### config.mk
export PLATFORM = sky130hd
export DESIGN_NAME = combat_referee
export DESIGN_NICKNAME = d
export VERILOG_FILES = /design/src/rtl/combat_referee.sv
export SDC_FILE = /design/constraint.sdc
export NUM_CORES = 1
export LEC_CHECK = 0
export CAP_MARGIN = 20
export CORE_AREA = 5 5 103 105
export DETAILED_ROUTE_END_ITERATION = 12
export DIE_AREA = 0 0 108 110
export HOLD_SLACK_MARGIN = 0.15
export PLACE_DENSITY_LB_ADDON = 0.08
export SYNTH_ARGS = -nofsm -noshare
export SYNTH_HDL_FRONTEND = slang
export SYNTH_SLANG_ARGS = --single-unit
### constraint.sdc
create_clock -name clk -period 3.2 [get_ports clk]
set_clock_uncertainty 0.1 [all_clocks]
set_input_delay 0.48 -clock clk [delete_from_list [all_inputs] [get_ports clk]]
set_output_delay 0.48 -clock clk [all_outputs]
set_load 0.1 [all_outputs]
### src/rtl/combat_referee.sv
// Two-player combat referee: hit detection, health, round timer and round-over handling.
// Build option: define REFEREE_AUTORESTART_EN to start a new round KO_FRAMES frames after one ends.
module combat_referee #(
    parameter int MAX_HEALTH     = 3,
    parameter int ROUND_SECONDS  = 60,
    parameter int FRAMES_PER_SEC = 60,
    parameter int KO_FRAMES      = 120
) (
    input  logic       clk,
    input  logic       rst,
    input  logic       frame_tick,
    input  logic [3:0] p1_state,
    input  logic [3:0] p2_state,
    input  logic [9:0] p1_hit_x1,
    input  logic [9:0] p1_hit_x2,
    input  logic [9:0] p1_hit_y1,
    input  logic [9:0] p1_hit_y2,
    input  logic [9:0] p2_hit_x1,
    input  logic [9:0] p2_hit_x2,
    input  logic [9:0] p2_hit_y1,
    input  logic [9:0] p2_hit_y2,
    input  logic [9:0] p1_hurt_x1,
    input  logic [9:0] p1_hurt_x2,
    input  logic [9:0] p1_hurt_y1,
    input  logic [9:0] p1_hurt_y2,
    input  logic [9:0] p2_hurt_x1,
    input  logic [9:0] p2_hurt_x2,
    input  logic [9:0] p2_hurt_y1,
    input  logic [9:0] p2_hurt_y2,
    output logic [2:0] p1_health,
    output logic [2:0] p2_health,
    output logic       p1_damaged,
    output logic       p2_damaged,
    output logic [6:0] seconds_left,
    output logic       freeze,
    output logic [1:0] winner
);

    // state | meaning
    // PLAY  | round running: hits, damage and timer advance on frame_tick
    // OVER  | round decided: everything frozen, winner valid

    localparam logic [0:0] ST_PLAY = 1'b0;
    localparam logic [0:0] ST_OVER = 1'b1;

    localparam logic [3:0] ATTACK_ACTIVE = 4'd4;

    localparam int FRAME_W = (FRAMES_PER_SEC > 1) ? $clog2(FRAMES_PER_SEC) : 1;
    localparam logic [FRAME_W-1:0] FRAME_LAST = FRAME_W'(FRAMES_PER_SEC - 1);

    localparam logic [2:0] HEALTH_INIT  = 3'(MAX_HEALTH);
    localparam logic [6:0] SECONDS_INIT = 7'(ROUND_SECONDS);

    localparam logic [1:0] WIN_NONE = 2'b00;
    localparam logic [1:0] WIN_P1   = 2'b01;
    localparam logic [1:0] WIN_P2   = 2'b10;
    localparam logic [1:0] WIN_DRAW = 2'b11;

    logic [0:0]         state;
    logic [FRAME_W-1:0] frame_cnt;
    logic               p1_armed;
    logic               p2_armed;

    logic               hit_on_p1;
    logic               hit_on_p2;
    logic               p1_loses;
    logic               p2_loses;
    logic [2:0]         p1_health_nxt;
    logic [2:0]         p2_health_nxt;
    logic               frame_wrap;
    logic [6:0]         seconds_nxt;
    logic               round_end;
    logic               ko_restart;

    // Strict inequalities: rectangles that only share an edge do not overlap.
    function automatic logic rect_overlap(
        input logic [9:0] ax1, input logic [9:0] ax2,
        input logic [9:0] ay1, input logic [9:0] ay2,
        input logic [9:0] bx1, input logic [9:0] bx2,
        input logic [9:0] by1, input logic [9:0] by2
    );
        return (ax1 < bx2) && (bx1 < ax2) && (ay1 < by2) && (by1 < ay2);
    endfunction

    // Higher health wins; this also covers the case where exactly one player is at zero.
    function automatic logic [1:0] pick_winner(input logic [2:0] h1, input logic [2:0] h2);
        logic [1:0] w;
        if (h1 > h2)
            w = WIN_P1;
        else if (h2 > h1)
            w = WIN_P2;
        else
            w = WIN_DRAW;
        return w;
    endfunction

    always_comb begin
        hit_on_p2 = (p1_state == ATTACK_ACTIVE) && p1_armed &&
                    rect_overlap(p1_hit_x1, p1_hit_x2, p1_hit_y1, p1_hit_y2,
                                 p2_hurt_x1, p2_hurt_x2, p2_hurt_y1, p2_hurt_y2);
        hit_on_p1 = (p2_state == ATTACK_ACTIVE) && p2_armed &&
                    rect_overlap(p2_hit_x1, p2_hit_x2, p2_hit_y1, p2_hit_y2,
                                 p1_hurt_x1, p1_hurt_x2, p1_hurt_y1, p1_hurt_y2);

        p1_loses      = hit_on_p1 && (p1_health != 3'd0);
        p2_loses      = hit_on_p2 && (p2_health != 3'd0);
        p1_health_nxt = p1_loses ? (p1_health - 3'd1) : p1_health;
        p2_health_nxt = p2_loses ? (p2_health - 3'd1) : p2_health;

        frame_wrap  = (frame_cnt == FRAME_LAST);
        seconds_nxt = (frame_wrap && (seconds_left != 7'd0)) ? (seconds_left - 7'd1) : seconds_left;

        round_end = (p1_health_nxt == 3'd0) || (p2_health_nxt == 3'd0) || (seconds_nxt == 7'd0);
    end

`ifdef REFEREE_AUTORESTART_EN
    localparam int KO_W = (KO_FRAMES > 1) ? $clog2(KO_FRAMES) : 1;
    localparam logic [KO_W-1:0] KO_LAST = KO_W'(KO_FRAMES - 1);

    logic [KO_W-1:0] ko_cnt;

    assign ko_restart = frame_tick && (state == ST_OVER) && (ko_cnt == KO_LAST);

    always_ff @(posedge clk) begin
        if (rst || ko_restart)
            ko_cnt <= '0;
        else if (frame_tick && (state == ST_OVER))
            ko_cnt <= ko_cnt + KO_W'(1);
    end
`else
    assign ko_restart = 1'b0;
`endif

    // A KO-timeout restart reuses the reset values so a new round is indistinguishable from power-up.
    always_ff @(posedge clk) begin
        if (rst || ko_restart) begin
            state        <= ST_PLAY;
            p1_health    <= HEALTH_INIT;
            p2_health    <= HEALTH_INIT;
            p1_damaged   <= 1'b0;
            p2_damaged   <= 1'b0;
            seconds_left <= SECONDS_INIT;
            frame_cnt    <= '0;
            p1_armed     <= 1'b1;
            p2_armed     <= 1'b1;
            freeze       <= 1'b0;
            winner       <= WIN_NONE;
        end else begin
            p1_damaged <= 1'b0;
            p2_damaged <= 1'b0;
            if (frame_tick && (state == ST_PLAY)) begin
                p1_health  <= p1_health_nxt;
                p2_health  <= p2_health_nxt;
                p1_damaged <= p1_loses;
                p2_damaged <= p2_loses;

                // Armed re-arms only once the attacker leaves the active state: one attack, one hit.
                if (hit_on_p2)
                    p1_armed <= 1'b0;
                else if (p1_state != ATTACK_ACTIVE)
                    p1_armed <= 1'b1;
                if (hit_on_p1)
                    p2_armed <= 1'b0;
                else if (p2_state != ATTACK_ACTIVE)
                    p2_armed <= 1'b1;

                frame_cnt    <= frame_wrap ? '0 : (frame_cnt + FRAME_W'(1));
                seconds_left <= seconds_nxt;

                if (round_end) begin
                    state  <= ST_OVER;
                    freeze <= 1'b1;
                    winner <= pick_winner(p1_health_nxt, p2_health_nxt);
                end
            end
        end
    end

endmodule
* Yosys cells after proc, flatten, opt, wreduce, memory -nomap -nowiden *
Cells that the tools add are included.

cells by class
  add/sub/neg operators = 4
  $mul = 0
  divide/modulo/power cells = 0
  magnitude comparators = 10
  equal/unequal tests = 5
  shift operators = 0
  muxes and demuxes = 10
  bitwise logic cells = 2
  reductions and logical operators = 28

operator list
  operator                                                               count
  10-bit less-than comparator                                            8
  1-bit logical AND                                                      14
  4-bit by 3-bit equality test with 1-bit output, second input constant  2
  4-bit by 3-bit != test with 1-bit output, second input constant        2
  7-bit zero test                                                        1
  7-bit 2-to-1 mux                                                       1
  7-bit nonzero test                                                     1
  7-bit by 1-bit subtractor with 7-bit output, second input constant     1
  6-bit by 1-bit adder with 6-bit output, second input constant          1
  6-bit equality test, second input constant                             1
  3-bit greater-than comparator                                          2
  3-bit zero test                                                        2
  3-bit 2-to-1 mux                                                       2
  6-bit 2-to-1 mux                                                       1
  2-bit AND reduction                                                    3
  3-bit nonzero test                                                     2
  3-bit by 1-bit subtractor with 3-bit output, second input constant     2
  1-bit 2-to-1 mux                                                       5
  2-bit nonzero test                                                     2
  1-bit logical OR                                                       2
  2-bit 2-to-1 mux                                                       1
  1-bit inverter                                                         2
  2-bit OR reduction                                                     1

storage, ports and cells
  register bits after elaboration = 26
  latch bits = 0
  memory bits (writable) = 0
  ROM bits = 0
  input bits = 171
  output and inout bits = 18
  word-level logic and storage cells = 69
  memories = 0

* Depth between registers and ports, before layout *
Gate-level depths: netlist of the first run.

  depth in word-level cells = 11
  mapped depth = 15
  mapped depth without buffers = 15

* Least setup slack after synthesis of the first run *
No wires, ideal clock.

  kind = register to register
  from = reg p2_health[0]
  to = reg winner[0]
  setup time = 0.121 ns
  data arrival time = 3.400 ns
  required time = 2.979 ns
  path slack = -0.421 ns
  stages on the path, launching flop included = 13
  path buffers = 0
  period minus slack after synthesis = 3.621 ns
  path through = dfxtp_1 -> inv_1 -> ha_1 -> ha_1 -> or4_2 -> nand2_1 -> o21ai_0 -> ha_1 -> a21o_1 -> a21oi_1 -> a31oi_1 -> nor2_1 -> mux2_2

on the way
  word-level cells in the longest chain between the ends = 7
  elaborated cells on any way between the ends = 12
  classes of those cells = add/sub (1); order compare (2); mux (3); reduce/logical (6)

RTL lines
  item                                                                                                 RTL line  RTL
  from (decl)                                                                                          31        output logic [2:0] p2_health,
  from (signal assigned)                                                                               153       p2_health <= p2_health_nxt;
  parallel branches: the longest is 2 deep, another holds 3-bit by 1-bit subtractor with 3-bit output  --
  3-bit 2-to-1 mux (*)                                                                                 108       p2_health_nxt = p2_loses ? (p2_health - 3'd1) : p2_health;
  named net p2_health_nxt[1]                                                                           69        logic [2:0] p2_health_nxt;
  parallel branches: the longest is 4 deep, another holds 3-bit greater-than comparator                --
  to (signal assigned)                                                                                 173       winner <= pick_winner(p1_health_nxt, p2_health_nxt);
  to (decl)                                                                                            36        output logic [1:0] winner

Mark *: on every way through the listed nets, which the timed path passes.
A chain may end at the register's enable or synchronous reset.

* Worst setup path after layout of the first run *
  from = in p2_hurt_y1[4]
  to = reg winner[0]

on the way
  word-level cells in the longest chain between the ends = 9
  elaborated cells on any way between the ends = 13
  classes of those cells = order compare (3); mux (3); reduce/logical (7)

RTL lines
  item                                                                                   RTL line  RTL
  from (decl)                                                                            28        input logic [9:0] p2_hurt_y1,
  10-bit less-than comparator (*)                                                        82        return (ax1 < bx2) && (bx1 < ax2) && (ay1 < by2) && (by1 < ay2);
  1-bit logical AND (*)                                                                  82
  1-bit logical AND (*)                                                                  98        hit_on_p2 = (p1_state == ATTACK_ACTIVE) && p1_armed &&
  1-bit logical AND (*)                                                                  106       p2_loses = hit_on_p2 && (p2_health != 3'd0);
  3-bit 2-to-1 mux (*)                                                                   108
  named net p2_health_nxt[1]                                                             69
  parallel branches: the longest is 4 deep, another holds 3-bit greater-than comparator  --

Marks and branches as above.

==> results of run 1 <==
[placed cells by master (no fill, tap or decap), drive strengths merged, types with 2 or more instances in the layout]
master          n
a211o           4
nand3          24
o21ai          14
nor2           23
nor4b           3
nor4            4
nand2b         13
a211oi          7
and4            4
a21oi          32
dfxtp          26
o21bai          2
a222oi          2
clkdlybuf4s50  80
xor2            9
clkbuf          4
nor2b           5
mux2i           4
nand2          26
clkdlybuf4s15   3
xnor2           7
ha             82
nand4b          2
a21o            6
nand4          16
dlymetal6s2s   24
nor3            7
inv            88
dlygate4sd2    53
and3            2
buf            58
or4             2
[flip-flops by register name, summed over array words and instances (netlist names)]
signal        count
frame_cnt         6
p1_armed          1
p1_damaged        1
p1_health         3
p2_armed          1
p2_damaged        1
p2_health         3
seconds_left      7
state             1
winner            2
[final timing paths]
check | start | end | slack [ps] | cells after the start
worst max-delay path | p2_hurt_y1[4] | winner[0] | -10 | 14
worst min-delay path | winner[1] | winner[1] | 370 | 2
worst max register to register | p2_health[0] | winner[0] | 410 | 12
worst min register to register | winner[1] | winner[1] | 370 | 2
[worst max-delay path, stage by stage]
cell,delay [ps]
clkdlybuf4s50_1,500
ha_4,210
nand3_2,70
a21oi_2,50
a211o_2,290
or4_4,550
nand2_1,80
o21ai_1,70
ha_1,300
a21o_1,120
a21oi_2,60
a31oi_1,140
nor2_1,60
mux2_4,290
[Yosys cell counts, types with 3 or more instances]
cell / instances / share of area
nand2_1: 26 / 0.029
xnor2_1: 7 / 0.018
nor2b_1: 5 / 0.0094
nor3_1: 7 / 0.011
nand2b_1: 13 / 0.024
nor4b_1: 3 / 0.0079
o21ai_0: 13 / 0.020
nand3_1: 24 / 0.036
clkbuf_1: 4 / 0.0045
ha_1: 82 / 0.31
dfxtp_1: 26 / 0.16
nand4_1: 16 / 0.030
a211oi_1: 5 / 0.011
nor2_1: 23 / 0.026
and4_1: 4 / 0.011
a21o_1: 6 / 0.014
inv_1: 88 / 0.099
nor4_1: 3 / 0.0056
mux2i_1: 4 / 0.012
a21oi_1: 32 / 0.048
xor2_1: 9 / 0.024
[per-stage QoR]
step	TNS (ps)	instances
finish	-14.76	786
global route	-158.2	786
CTS	-15.68	786
detailed placement	-1951	777
global placement	-1704	777
floorplan	-128.5	436
[cells by family after synthesis]
logic type | after synthesis | synth area share
compound gates | 78 | 0.1521
xor+xnor | 16 | 0.04208
simple gates | 135 | 0.2194
buf+inv | 94 | 0.1067
mux | 5 | 0.01540
flops | 26 | 0.1563
fa+ha+maj | 82 | 0.3080
[timing repair]
item,CTS,global route
endpoints found under the setup margin,3,3
pin swaps,67,38
buffers inserted,5,1
resized for setup,182,61
[where the power goes]
group	switching [uW]	internal (uW)	total, uW
logic	226	335	561
clock network	109	167	276
registers	2.95	326	329
total	338	829	1170
[layer usage]
metal	up-vias	part of all wire
met2	120	0.51
li1	1948	-
met1	1794	0.40
met5	-	0
met3	18	0.075
met4	0	0.020
[layout make-up]
class / count / area [um^2] / area share
flip-flops and latches: 26 / 525.5 / 0.08378
clock inverters: 1 / 30.03 / 0.004788
multi-input cells: 316 / 3151 / 0.5023
clock buffers: 3 / 41.29 / 0.006583
well taps: 133 / 166.4 / 0.02653
repair buffers: 219 / 2026 / 0.3230
inverters: 88 / 332.8 / 0.05306
==> results_dict.tcl, run 1 <==
set metrics [dict create \
    ys_ff_latch 26 \
    utilization 0.6568 \
    worst_pin_slew_ps 779.7 \
    synth_cell_types 51 \
    cts.sinks 26 \
    ys_seq_area_frac 0.1563 \
    htree_levels 1 \
    cts_tree "done" \
    gr-usage-all-layers 0.1984 \
    status "complete, but fails checks" \
    grt_max_degree 24 \
    vias_per_cell 4.936 \
    synth.yosys.warnings 0 \
    drtIter0Drc 93 \
    worst_setup_path_end_kind "register" \
    ys_async_sr_fraction 0 \
    postSynthAreaPerCell_um2 7.639 \
    grt_util_met1 0.2340 \
    ant_nets 0 \
    worstPathRequired_ps 3270 \
    port-buffer-count 188 \
    min_path_type "reg2reg" \
    relSlewSlack 0.4786 \
    areaGrowthSynthToFinish_pct 88.32 \
    whs_ps 368.6 \
    synth_area_um2 3331 \
    routabilityCongestion 0.8082 \
    antenna_found_initial 0 \
    die_w_um 108 \
    grt_pass1_vias 3990 \
    fin_crit_sh 1.005 \
    synth_nets 689 \
    drc_errors 0 \
    wl_per_cell_um 15.51 \
    diodes 0 \
    finalMaxSlewViolations 0 \
    drive_gt1_frac 0.2940 \
    busiest_layer "met2" \
    totalPowerFinal_uw 1167 \
    first_pass_iters 5 \
    dp_slack_ps -804.5 \
    initial_core_util 0.3488 \
    final_cell_area_um2 6272 \
    totalWireLength_um 12190 \
    synth_ff_type "dfxtp_1" \
    ctsHoldBuffers 0 \
    clock-root-buffer "clkbuf_8" \
    pin_count 189 \
    rsz0062_at_grt "true" \
    clockBufferDepth 2 \
    peakVddDrop_mv 0.2183 \
    fillers 840 \
    p_per_area_nw_per_um2 186.0 \
    clock_latency_ps 270 \
    synth_enable_flop_cells 0 \
    die_h_um 110 \
    drv_cap 0 \
    p_leak_uw 0.002957 \
    core_um2 9549 \
    grt_pass1_wl_um 19150 \
    num_vias 3880 \
    grtUsageMet3 0.03786 \
    crit_type "in2reg" \
    layout_setup_ws_ps -14.76 \
    arrival_ps 3280 \
    fmax_ghz 0.3111 \
    grt-ovfl-total 0 \
    cts_buffers 3 \
    clk_pin_slew_ps 90 \
    violations "setup timing" \
    hold_viol 0 \
    row_count 36 \
    met2_usage 0.3788 \
    dp_hpwl_um 10140 \
    die_area_um2 11880 \
    place_area_um2 5560 \
    startpoint_type "primary input" \
    setup_viol 1 \
    cp_max_fo 5 \
    final_nets 907 \
    syn_inst 436 \
    fin_crit_ps 3215 \
]
No activity file was read; power rests on OpenSTA's default activity.
==> run 2: changes to the inputs <==
Settings changed: CTS_BUF_LIST from default to sky130_fd_sc_hd__clkbuf_4.
==> run 2 against run 1 <==
  * The run now ends clean
  * Clock-buffer cell count unchanged
  * Cell area up 0.92%
  * Utilization is 0.60 points higher
  * Critical path depth up 2
  * Wire length up 0.50%
  * Power decreased by 2.8%
  * Via count shrank 0.93%
  * Critical path type unchanged
  * Worst setup slack improved by 56 ps
  * Sequential share of layout area fell by 0.076 points
  * Hold slack improved by 4.8 ps
  * Fmax is 1.8% higher
  * Largest power group unchanged
  * Sequential power barely moved
==> results_dict.tcl, run 2 (synthesis results as in run 1) <==
set metrics [dict create \
    status "completed" \
    port-buffer-count 188 \
    final_common_cell "clkdlybuf4s50_1" \
    worst_setup_path_end_kind "register" \
    core_um2 9549 \
    ant_nets 0 \
    die_area_um2 11880 \
    wl_met1_um 4979 \
    diodes 0 \
    cts.sinks 26 \
    drtIter0Drc 101 \
    routabilityCongestion 0.8082 \
    fin_crit_ps 3159 \
    grt_max_degree 24 \
    final_nets 908 \
    totalWireLength_um 12250 \
    num_vias 3844 \
    layout_setup_ws_ps 40.75 \
    critPathMaxStageDelay_ps 460 \
    clock_latency_ps 330 \
    htree_levels 1 \
    areaGrowthSynthToFinish_pct 90.05 \
    drc_errors 0 \
    grt-ovfl-total 0 \
    rsz0062_at_grt "true" \
    startpoint_type "primary input" \
    worstPathRequired_ps 3330 \
    p_per_area_nw_per_um2 179.1 \
    met3_length_um 830 \
    fmax_ghz 0.3165 \
    crit_type "in2reg" \
    path_delay_family "compound AO/OA/AOI/OAI gates" \
    highest_layer "met4" \
    layout_common_cells "clkdlybuf4s50_1, inv_1, buf_4" \
    largest_reg_flops 7 \
    slowest_stage "or4_4" \
    first_pass_iters 5 \
    row_count 36 \
    arrival_ps 3290 \
    final_cell_count_no_fill 787 \
    dp_hpwl_um 10140 \
    wl_per_cell_um 15.57 \
    cts_buffers 3 \
    clk_pin_slew_ps 150 \
    tns_ps 0 \
    gr-usage-all-layers 0.1939 \
    path_cells "buf_6 -> inv_4 -> ha_4 -> a222oi_1 -> nand4_1 -> a311oi_2 -> nand3_2 -> or4_4 -> nand2_1 -> o21ai_1 -> ha_1 -> a21o_1 -> a21oi_2 -> a31oi_1 -> nor2_1 -> mux2_4" \
    reg_top3 "seconds_left: 7 flops, frame_cnt: 6 flops" \
    clock-root-buffer "clkbuf_4" \
    vias_per_cell 4.884 \
    finalMaxSlewViolations 0 \
    initial_core_util 0.3488 \
    place_area_um2 5560 \
    relSlewSlack 0.4689 \
    die_h_um 110 \
    min_path_type "reg2reg" \
    met2WireLength_um 6359 \
    final_cell_area_um2 6330 \
    drive_gt1_frac 0.3012 \
    fin_crit_sh 0.9873 \
    hold_viol 0 \
    dp_slack_ps -804.5 \
    cp_max_fo 5 \
    clockBufferDepth 2 \
    critPathBufInv 2 \
    die_w_um 108 \
    drv_cap 0 \
    worst_pin_slew_ps 794.2 \
    grt_pass1_vias 3932 \
    cts_tree "done" \
    place_inst 777 \
    peakVddDrop_mv 0.1963 \
    grt_pass1_wl_um 18700 \
    p_leak_uw 0.003030 \
    setup_viol 0 \
    largest-register "seconds_left" \
    pin_count 189 \
    antenna_found_initial 0 \
]
run 2: cell count changes in the layout (fill, tap and decap cells not counted), moves of 2 or more:
cell             delta
dlygate4sd2_1      -18
dlymetal6s2s_1     +10
buf_2               -7
clkbuf_2            +7
clkdlybuf4s50_1     +7
clkbuf_4            +3
clkbuf_8            -3
a21oi_2             +2
buf_6               +2
run 2: layer usage:
| layer | up-vias | track usage |
|---|---|---|
| met3 | 6 | 0.04019 |
| met2 | 108 | 0.3659 |
| met4 | 0 | 0.02885 |
| met5 | - | 0 |
| li1 | 1948 | - |
| met1 | 1782 | 0.2304 |
run 2: metrics by stage:
stage	hold slack (ps)	power, uW	utilization
global route	404.9	1214	0.6629
finish	373.4	1133	0.6629
CTS	380.4	1082	0.6183
detailed placement	359.6	811.7	0.5823
global placement	352.6	797.8	0.5823
floorplan	353.7	519.3	-
run 2: area by class of cell:
cell class                 count  area (um^2)
timing repair buffer         220         2083
tap                          133        166.4
sequential                    26        525.5
fill                         827         3219
clock buffer                   3        22.52
inverter                      88        335.3
multi-input combinational    316         3167
clock inverter                 1        30.03
run 2: timing repair:
action / 4_1_cts / 5_1_grt
pin swaps: 55 / 53
hold buffers: 0 / 0
resized for setup: 130 / 112
buffers inserted: 2 / 4
setup endpoints to repair: 2 / 2
run 2: report_power, final:
| part | switching (uW) | internal [uW] |
|---|---|---|
| registers | 2.95 | 327 |
| logic | 228 | 344 |
| clock network | 105 | 127 |
run 2: worst paths after layout:
path,startpoint,cells after the start,slack [ps],to
max,p1_hit_x2[9],16,40,winner[0]
min,winner[1],2,370,winner[1]
max reg2reg,p2_health[0],12,390,winner[0]
min reg2reg,winner[1],2,370,winner[1]
run 2: worst min-delay path, cell delays in order, from the launching register on:
cell	delay [ps]
dfxtp_1	340
inv_1	60
a211oi_2	50
